## src/rtl/mem_arbiter_pkg.sv

```systemverilog
// mem_arb_pkg: shared types for the mem_arbiter block.
//   arb_state_t : arbiter FSM states (round-robin / locked aux burst)
//   owner_t     : which master owns a RAM transfer or a returning read
package mem_arb_pkg;

    typedef enum logic {S_RR, S_BURST} arb_state_t;
    typedef enum logic {OWN_CPU, OWN_AUX} owner_t;

endpackage

```

## src/rtl/mem_arbiter_if.sv

```systemverilog
// mem_arbiter_if: bundle of the cpu port, the aux port and the RAM command
// bus around mem_arbiter.
//   cpu_*  : cpu load/store port (req/we/addr/wdata in, gnt/rvalid/rdata out)
//   aux_*  : aux port, same as cpu plus aux_lock (burst lock request)
//   ram_*  : single-port RAM command (addr/we/wdata out, rdata in)
// modport slave  : the arbiter side
// modport master : the requesters + RAM side
interface mem_arbiter_if #(
    parameter int ADDR_W = 16,
    parameter int DATA_W = 32
);
    logic              cpu_req;
    logic              cpu_we;
    logic [ADDR_W-1:0] cpu_addr;
    logic [DATA_W-1:0] cpu_wdata;
    logic              cpu_gnt;
    logic              cpu_rvalid;
    logic [DATA_W-1:0] cpu_rdata;

    logic              aux_req;
    logic              aux_we;
    logic [ADDR_W-1:0] aux_addr;
    logic [DATA_W-1:0] aux_wdata;
    logic              aux_lock;
    logic              aux_gnt;
    logic              aux_rvalid;
    logic [DATA_W-1:0] aux_rdata;

    logic [ADDR_W-1:0] ram_addr;
    logic              ram_we;
    logic [DATA_W-1:0] ram_wdata;
    logic [DATA_W-1:0] ram_rdata;

    modport slave (
        input  cpu_req, cpu_we, cpu_addr, cpu_wdata,
        input  aux_req, aux_we, aux_addr, aux_wdata, aux_lock,
        input  ram_rdata,
        output cpu_gnt, cpu_rvalid, cpu_rdata,
        output aux_gnt, aux_rvalid, aux_rdata,
        output ram_addr, ram_we, ram_wdata
    );

    modport master (
        output cpu_req, cpu_we, cpu_addr, cpu_wdata,
        output aux_req, aux_we, aux_addr, aux_wdata, aux_lock,
        output ram_rdata,
        input  cpu_gnt, cpu_rvalid, cpu_rdata,
        input  aux_gnt, aux_rvalid, aux_rdata,
        input  ram_addr, ram_we, ram_wdata
    );
endinterface

```

## src/rtl/mem_arbiter_rd_return_pipe.sv

```systemverilog
// rd_return_pipe: RD_LAT-deep shift register tracking outstanding reads so
// the returning RAM word can be steered to the master that issued it.
//   clk, rst   : clock, asynchronous active-high clear of the valid bits
//   push_vld   : a read was granted this cycle
//   push_owner : master that owns that read
//   head_vld   : read data on ram_rdata is valid this cycle
//   head_owner : owner of the read at the pipe head
module rd_return_pipe
    import mem_arb_pkg::*;
#(
    parameter int RD_LAT = 1
) (
    input  logic   clk,
    input  logic   rst,
    input  logic   push_vld,
    input  owner_t push_owner,
    output logic   head_vld,
    output owner_t head_owner
);

    logic   vld_p   [RD_LAT];
    owner_t owner_p [RD_LAT];

    // Only the valid bits are cleared; a stale owner tag behind a cleared
    // valid is harmless, so the owner stages carry no reset.
    always_ff @(posedge clk or posedge rst) begin
        if (rst) begin
            for (int i = 0; i < RD_LAT; i++) vld_p[i] <= 1'b0;
        end else begin
            vld_p[0] <= push_vld;
            for (int i = 1; i < RD_LAT; i++) vld_p[i] <= vld_p[i-1];
        end
    end

    always_ff @(posedge clk) begin
        owner_p[0] <= push_owner;
        for (int i = 1; i < RD_LAT; i++) owner_p[i] <= owner_p[i-1];
    end

    assign head_vld   = vld_p[RD_LAT-1];
    assign head_owner = owner_p[RD_LAT-1];

endmodule

```

## src/rtl/mem_arbiter.sv

```systemverilog
// mem_arbiter: shares one single-port data RAM between the cpu load/store
// port and the aux master. At most one transfer per cycle, round-robin on
// contention, optional locked aux bursts of up to MAX_BURST beats, and read
// data steered back to the issuing port RD_LAT cycles after its grant.
//   clk, rst : clock, asynchronous active-high reset
//   bus      : mem_arbiter_if.slave (cpu port, aux port, RAM command bus)
module mem_arbiter
    import mem_arb_pkg::*;
#(
    parameter int ADDR_W    = 16,
    parameter int DATA_W    = 32,
    parameter int RD_LAT    = 1,
    parameter int MAX_BURST = 8
) (
    input  logic          clk,
    input  logic          rst,
    mem_arbiter_if.slave  bus
);

    localparam int               CNT_W    = $clog2(MAX_BURST + 1);
    localparam logic [CNT_W-1:0] CNT_LAST = CNT_W'(MAX_BURST - 1);
    localparam bit               BURST_EN = (MAX_BURST > 1);

    arb_state_t       state_q;
    owner_t           last_gnt_q;
    logic [CNT_W-1:0] burst_cnt_q;

    logic   cpu_gnt;
    logic   aux_gnt;
    logic   push_vld;
    owner_t push_owner;
    logic   head_vld;
    owner_t head_owner;

    // Grant decision. Forced low during reset so nothing reaches the RAM.
    always_comb begin
        cpu_gnt = 1'b0;
        aux_gnt = 1'b0;
        if (!rst) begin
            if (state_q == S_BURST) begin
                aux_gnt = bus.aux_req;
                cpu_gnt = bus.cpu_req && !bus.aux_req;
            end else if (bus.cpu_req && bus.aux_req) begin
                cpu_gnt = (last_gnt_q == OWN_AUX);
                aux_gnt = (last_gnt_q == OWN_CPU);
            end else begin
                cpu_gnt = bus.cpu_req;
                aux_gnt = bus.aux_req;
            end
        end
    end

    // Any burst exit (lock dropped, aux idle, or length cap) leaves
    // last_gnt at AUX, even if cpu took the exit cycle, so cpu wins the
    // next contention.
    always_ff @(posedge clk or posedge rst) begin
        if (rst) begin
            state_q     <= S_RR;
            last_gnt_q  <= OWN_AUX;
            burst_cnt_q <= '0;
        end else begin
            case (state_q)
                S_RR: begin
                    if (cpu_gnt) begin
                        last_gnt_q <= OWN_CPU;
                    end else if (aux_gnt) begin
                        last_gnt_q <= OWN_AUX;
                        if (bus.aux_lock && BURST_EN) begin
                            state_q     <= S_BURST;
                            burst_cnt_q <= CNT_W'(1);
                        end
                    end
                end
                S_BURST: begin
                    if (aux_gnt && bus.aux_lock && burst_cnt_q != CNT_LAST) begin
                        burst_cnt_q <= burst_cnt_q + CNT_W'(1);
                    end else begin
                        state_q     <= S_RR;
                        burst_cnt_q <= '0;
                        last_gnt_q  <= OWN_AUX;
                    end
                end
                default: state_q <= S_RR;
            endcase
        end
    end

    // RAM command mux: idle bus is all zeros.
    always_comb begin
        bus.ram_we    = 1'b0;
        bus.ram_addr  = {ADDR_W{1'b0}};
        bus.ram_wdata = {DATA_W{1'b0}};
        if (cpu_gnt) begin
            bus.ram_we    = bus.cpu_we;
            bus.ram_addr  = bus.cpu_addr;
            bus.ram_wdata = bus.cpu_wdata;
        end else if (aux_gnt) begin
            bus.ram_we    = bus.aux_we;
            bus.ram_addr  = bus.aux_addr;
            bus.ram_wdata = bus.aux_wdata;
        end
    end

    assign push_vld   = (cpu_gnt && !bus.cpu_we) || (aux_gnt && !bus.aux_we);
    assign push_owner = aux_gnt ? OWN_AUX : OWN_CPU;

    // Grant cycle -> RD_LAT cycles later: read return.
    rd_return_pipe #(
        .RD_LAT (RD_LAT)
    ) u_ret (
        .clk        (clk),
        .rst        (rst),
        .push_vld   (push_vld),
        .push_owner (push_owner),
        .head_vld   (head_vld),
        .head_owner (head_owner)
    );

    assign bus.cpu_gnt    = cpu_gnt;
    assign bus.aux_gnt    = aux_gnt;
    assign bus.cpu_rvalid = head_vld && (head_owner == OWN_CPU);
    assign bus.aux_rvalid = head_vld && (head_owner == OWN_AUX);
    assign bus.cpu_rdata  = bus.ram_rdata;
    assign bus.aux_rdata  = bus.ram_rdata;

endmodule

```

## src/flat_wrapper.sv

```systemverilog
// flat-port wrapper written by rule: the top's interface ports become plain ports
module mem_arbiter_flat import mem_arb_pkg::*;
#(
    parameter int ADDR_W    = 16,
    parameter int DATA_W    = 32,
    parameter int RD_LAT    = 1,
    parameter int MAX_BURST = 8
)
  (clk, rst, bus_cpu_req, bus_cpu_we, bus_cpu_addr, bus_cpu_wdata, bus_aux_req, bus_aux_we, bus_aux_addr, bus_aux_wdata, bus_aux_lock, bus_ram_rdata, bus_cpu_gnt, bus_cpu_rvalid, bus_cpu_rdata, bus_aux_gnt, bus_aux_rvalid, bus_aux_rdata, bus_ram_addr, bus_ram_we, bus_ram_wdata);
  mem_arbiter_if #(.ADDR_W(ADDR_W), .DATA_W(DATA_W)) bus_i ();
  input  logic clk;
  input  logic rst;
  input wire logic [$bits(bus_i.cpu_req)-1:0] bus_cpu_req;
  input wire logic [$bits(bus_i.cpu_we)-1:0] bus_cpu_we;
  input wire logic [$bits(bus_i.cpu_addr)-1:0] bus_cpu_addr;
  input wire logic [$bits(bus_i.cpu_wdata)-1:0] bus_cpu_wdata;
  input wire logic [$bits(bus_i.aux_req)-1:0] bus_aux_req;
  input wire logic [$bits(bus_i.aux_we)-1:0] bus_aux_we;
  input wire logic [$bits(bus_i.aux_addr)-1:0] bus_aux_addr;
  input wire logic [$bits(bus_i.aux_wdata)-1:0] bus_aux_wdata;
  input wire logic [$bits(bus_i.aux_lock)-1:0] bus_aux_lock;
  input wire logic [$bits(bus_i.ram_rdata)-1:0] bus_ram_rdata;
  output wire logic [$bits(bus_i.cpu_gnt)-1:0] bus_cpu_gnt;
  output wire logic [$bits(bus_i.cpu_rvalid)-1:0] bus_cpu_rvalid;
  output wire logic [$bits(bus_i.cpu_rdata)-1:0] bus_cpu_rdata;
  output wire logic [$bits(bus_i.aux_gnt)-1:0] bus_aux_gnt;
  output wire logic [$bits(bus_i.aux_rvalid)-1:0] bus_aux_rvalid;
  output wire logic [$bits(bus_i.aux_rdata)-1:0] bus_aux_rdata;
  output wire logic [$bits(bus_i.ram_addr)-1:0] bus_ram_addr;
  output wire logic [$bits(bus_i.ram_we)-1:0] bus_ram_we;
  output wire logic [$bits(bus_i.ram_wdata)-1:0] bus_ram_wdata;
  assign bus_i.cpu_req = bus_cpu_req;
  assign bus_i.cpu_we = bus_cpu_we;
  assign bus_i.cpu_addr = bus_cpu_addr;
  assign bus_i.cpu_wdata = bus_cpu_wdata;
  assign bus_i.aux_req = bus_aux_req;
  assign bus_i.aux_we = bus_aux_we;
  assign bus_i.aux_addr = bus_aux_addr;
  assign bus_i.aux_wdata = bus_aux_wdata;
  assign bus_i.aux_lock = bus_aux_lock;
  assign bus_i.ram_rdata = bus_ram_rdata;
  assign bus_cpu_gnt = bus_i.cpu_gnt;
  assign bus_cpu_rvalid = bus_i.cpu_rvalid;
  assign bus_cpu_rdata = bus_i.cpu_rdata;
  assign bus_aux_gnt = bus_i.aux_gnt;
  assign bus_aux_rvalid = bus_i.aux_rvalid;
  assign bus_aux_rdata = bus_i.aux_rdata;
  assign bus_ram_addr = bus_i.ram_addr;
  assign bus_ram_we = bus_i.ram_we;
  assign bus_ram_wdata = bus_i.ram_wdata;
  mem_arbiter #(.ADDR_W(ADDR_W), .DATA_W(DATA_W), .RD_LAT(RD_LAT), .MAX_BURST(MAX_BURST)) u_core (.clk(clk), .rst(rst), .bus(bus_i));
endmodule
```

## config.mk

```make
export PLATFORM = sky130hd
export DESIGN_NAME = mem_arbiter_flat
export DESIGN_NICKNAME = d
export VERILOG_FILES = /design/src/rtl/mem_arbiter_pkg.sv /design/src/rtl/mem_arbiter_if.sv /design/src/rtl/mem_arbiter_rd_return_pipe.sv /design/src/rtl/mem_arbiter.sv /design/src/flat_wrapper.sv
export SDC_FILE = /design/constraint.sdc
export NUM_CORES = 1
export LEC_CHECK = 0
export CAP_MARGIN = 25
export CORE_AREA = 4 4 95 97
export DETAILED_ROUTE_END_ITERATION = 10
export DIE_AREA = 0 0 99 101
export PLACE_DENSITY = 0.69
export SYNTH_ARGS = -nofsm -noshare
export SYNTH_HDL_FRONTEND = slang
export SYNTH_SLANG_ARGS = --single-unit
```

## constraint.sdc

```tcl
create_clock -name clk -period 2.65 [get_ports clk]
set_input_delay 0.53 -clock clk [delete_from_list [all_inputs] [get_ports clk]]
set_output_delay 0.53 -clock clk [all_outputs]
set_load 0.03 [all_outputs]
```

==> qor.log <==
INFO  status         run_status=finished clean
INFO  timing         timing.fmax=0.3910GHz
INFO  synth          synth.top_cells.by_area=buf_4, a22o_1, dfrtp_1
INFO  clock_tree     holdBufCountCts=0
INFO  routing        drc=0
INFO  clock_tree     cts-htree-levels=1
INFO  cells_and_area area_delta_synth_final=78.60%
INFO  clock_tree     cts-buffers-inserted=3
INFO  global_route   vias_in_the_first_global_route=1523
INFO  synth          synthesis.area=1444squm
INFO  critical_path  setup.worst_path.start_class=primary input
INFO  min_path       hold-path-cell-count=1
INFO  synth          syn_nets=303
INFO  clock_tree     clk_latency_worst_skew_pair=0.22ns
INFO  timing         tightestPinTransition=0.3149ns
INFO  synth          synth_cells=167
INFO  synth          ys_seq_area_share=13.60%
INFO  critical_path  path_class=in2out
INFO  synth          synth-seq-cells=8
INFO  critical_path  crit_fanout=34
INFO  critical_path  timing.reg2reg.worst_path_depth=4
INFO  synth          yosysMostFrequentCell=buf_4
INFO  synth          post_synth.cell_area_avg=8.646squm
INFO  timing         setup_tns=0ns
INFO  clock_tree     cts_num_sinks=8
INFO  routing        routed_wl=5382microns
INFO  synth          synthDominantCellAreaShare=33.28%
INFO  global_route   global_route_wire_length_before_repair=7507microns
INFO  clock_tree     cts-root-buf=clkbuf_8
INFO  clock_tree     post_cts_buffers=0
INFO  die            design.portCount=252
INFO  cells_and_area post_route_cells_drive_above_1_share=24.71%
INFO  routing        drtIter0Drc=39
INFO  placed_design  gp_congestion=0.7246
INFO  die            die_area=9999squm
INFO  timing         final_max_slew_viol_count=0
INFO  timing         period_share=96.52%
INFO  timing         final.min_clock_period=2.558ns
INFO  job            max_cap_violations=0
INFO  clock_tree     cts_tree=yes
INFO  critical_path  worst_ep_required_time=2.12ns
INFO  timing         slew-limit-headroom=78.94%
INFO  critical_path  critical_path.reg2reg.endpoint=u_core.u_ret.head_vld
INFO  routing        antenna_left=0
INFO  placed_design  post-place-cells=356
INFO  clock_tree     post_cts_resize_count=0
INFO  timing         rsz_0062_raised_after_global_routing=no
INFO  min_path       min-delay-path-class=reg2reg
INFO  global_route   grt_antenna_before_repair=0
INFO  timing         hold_viol_final=0
INFO  routing        via_count=1543
INFO  synth          synth_largest_area_cell=buf_4
INFO  timing         final_setup_violating_endpoints=0
INFO  placed_design  hpwl=4491microns
INFO  critical_path  worstPathArrival=2.03ns
INFO  die            start_util=17.75%
INFO  timing         timing.clock.skew=0.001484ns
INFO  global_route   grt_remaining_overflow=0
INFO  die            core_area=8134squm
INFO  pwr            p_leak=1.126nW
INFO  cells_and_area insertedDiodeCount=0
INFO  routing        drt-wirelength-per-cell=14.95microns
INFO  synth          synth_commonest_cells=buf_4, a22o_1, buf_6
INFO  global_route   grt_start_max_net_pins=40
INFO  cells_and_area final_cell_count_no_fill=360
INFO  min_path       hold-path-endpoint=u_core.last_gnt_q
INFO  placed_design  placement.io_buffers=155
INFO  synth          async_flop_share=87.50%
INFO  pwr            worst_ir_drop_vdd=0.1428mV
INFO  synth          yosys_warns=0
INFO  routing        via_per_instance_ratio=4.286
INFO  clock_tree     cts-root-to-sink-buffers=2
INFO  die            horizontal_extent_of_the_die=99microns
INFO  cells_and_area design.final.nets=392
INFO  synth          ys_dominant_reg_cell=dfrtp_1
INFO  routing        drt_first_pass_iters=4
INFO  die            fp-row-count=33
INFO  critical_path  rr_startpoint=u_core.last_gnt_q
INFO  global_route   globalRouteTotalUtil=9.265%
INFO  synth          ys_types=30
INFO  clock_tree     clk_pin_slew=0.04ns
INFO  critical_path  worstSetupEndpointType=primary output
INFO  pwr            p_per_area=325.8nW/um^2
INFO  die            floorplan.die.height=101microns
INFO  synth          synth_enable_flop_cells=0
INFO  min_path       min-delay-start=u_core.last_gnt_q
INFO  critical_path  timing.reg2reg.setup_slack=1.21ns
## critical path, cell delays in order
cell             delay [ns]
clkdlybuf4s50_1        0.44
and2b_4                0.28
o21a_2                 0.20
buf_12                 0.20
a22o_1                 0.19
buf_4                  0.17
## layer usage
layer	GRT usage [%]	vias to the layer above	routed length [microns]
li1	-	725	-
met1	10.28	684	1867
met2	15.24	104	2621
met3	3.875	30	719
met4	4.622	0	173
met5	0	-	0
## flip-flops by register name, summed over array words and instances, names as in the netlist
name and flops:
u_core.state_q 1, u_core.last_gnt_q 1, u_core.u_ret.head_vld 1, u_core.burst_cnt_q 4, u_core.u_ret.owner_p 1
## cell families after synthesis
logic type | Yosys count | share of synthesized area [%]
AOI/OAI and AO/OA | 63 | 37.44
DFF | 8 | 13.60
buffers and inverters | 81 | 41.94
adders and majority gates | 1 | 0.8664
and+or+nand+nor | 14 | 6.153
## stage by stage
step	total power [mW]	hold WS, ns	instance area, sq um	utilization, %	setup slack [ns]
CTS	0.8502	0.5318	2579	31.70	0.1108
global placement	0.6897	0.5169	2534	31.15	0.1333
global route	0.8846	0.5597	2579	31.70	0.03468
floorplan	0.5865	0.3327	1444	-	0.6232
finish	0.8402	0.5292	2579	31.70	0.09228
detailed placement	0.6934	0.5252	2534	31.15	0.1165
## cells in the final DEF, fill, tap and decap left out, drive strengths merged, types with 2 or more instances in the layout
cell type        n
clkdlybuf4s50  104
buf             56
a22o            51
dfrtp            6
inv              5
clkbuf           4
nor2             2
o21ai            2
o22a             2
nor2b            2
nand2b           2
o21a             2
## worst max path at each step
stage / from / end / slack (ns) / depth (start not counted)
finish: rst / bus_ram_addr[15] / 0.09 / 6
global route: rst / bus_ram_addr[15] / 0.03 / 6
CTS: rst / bus_ram_addr[15] / 0.11 / 6
detailed placement: rst / bus_ram_addr[15] / 0.12 / 6
global placement: rst / bus_ram_addr[15] / 0.13 / 6
floorplan: rst / bus_ram_wdata[22] / 0.62 / 5
## layout make-up
type | count | area (sq um)
timing repair buffer | 160 | 1536
tap | 105 | 131.4
inverter | 5 | 18.77
clock buffer | 4 | 45.04
multi-input combinational | 78 | 650.6
fill | 829 | 5555
sequential | 8 | 196.4
## power breakdown
part           switching [mW]  internal (mW)
sequential             0.0116          0.137
combinational           0.248          0.291
clock                  0.0478          0.104
No activity file was read; power rests on OpenSTA's default activity.
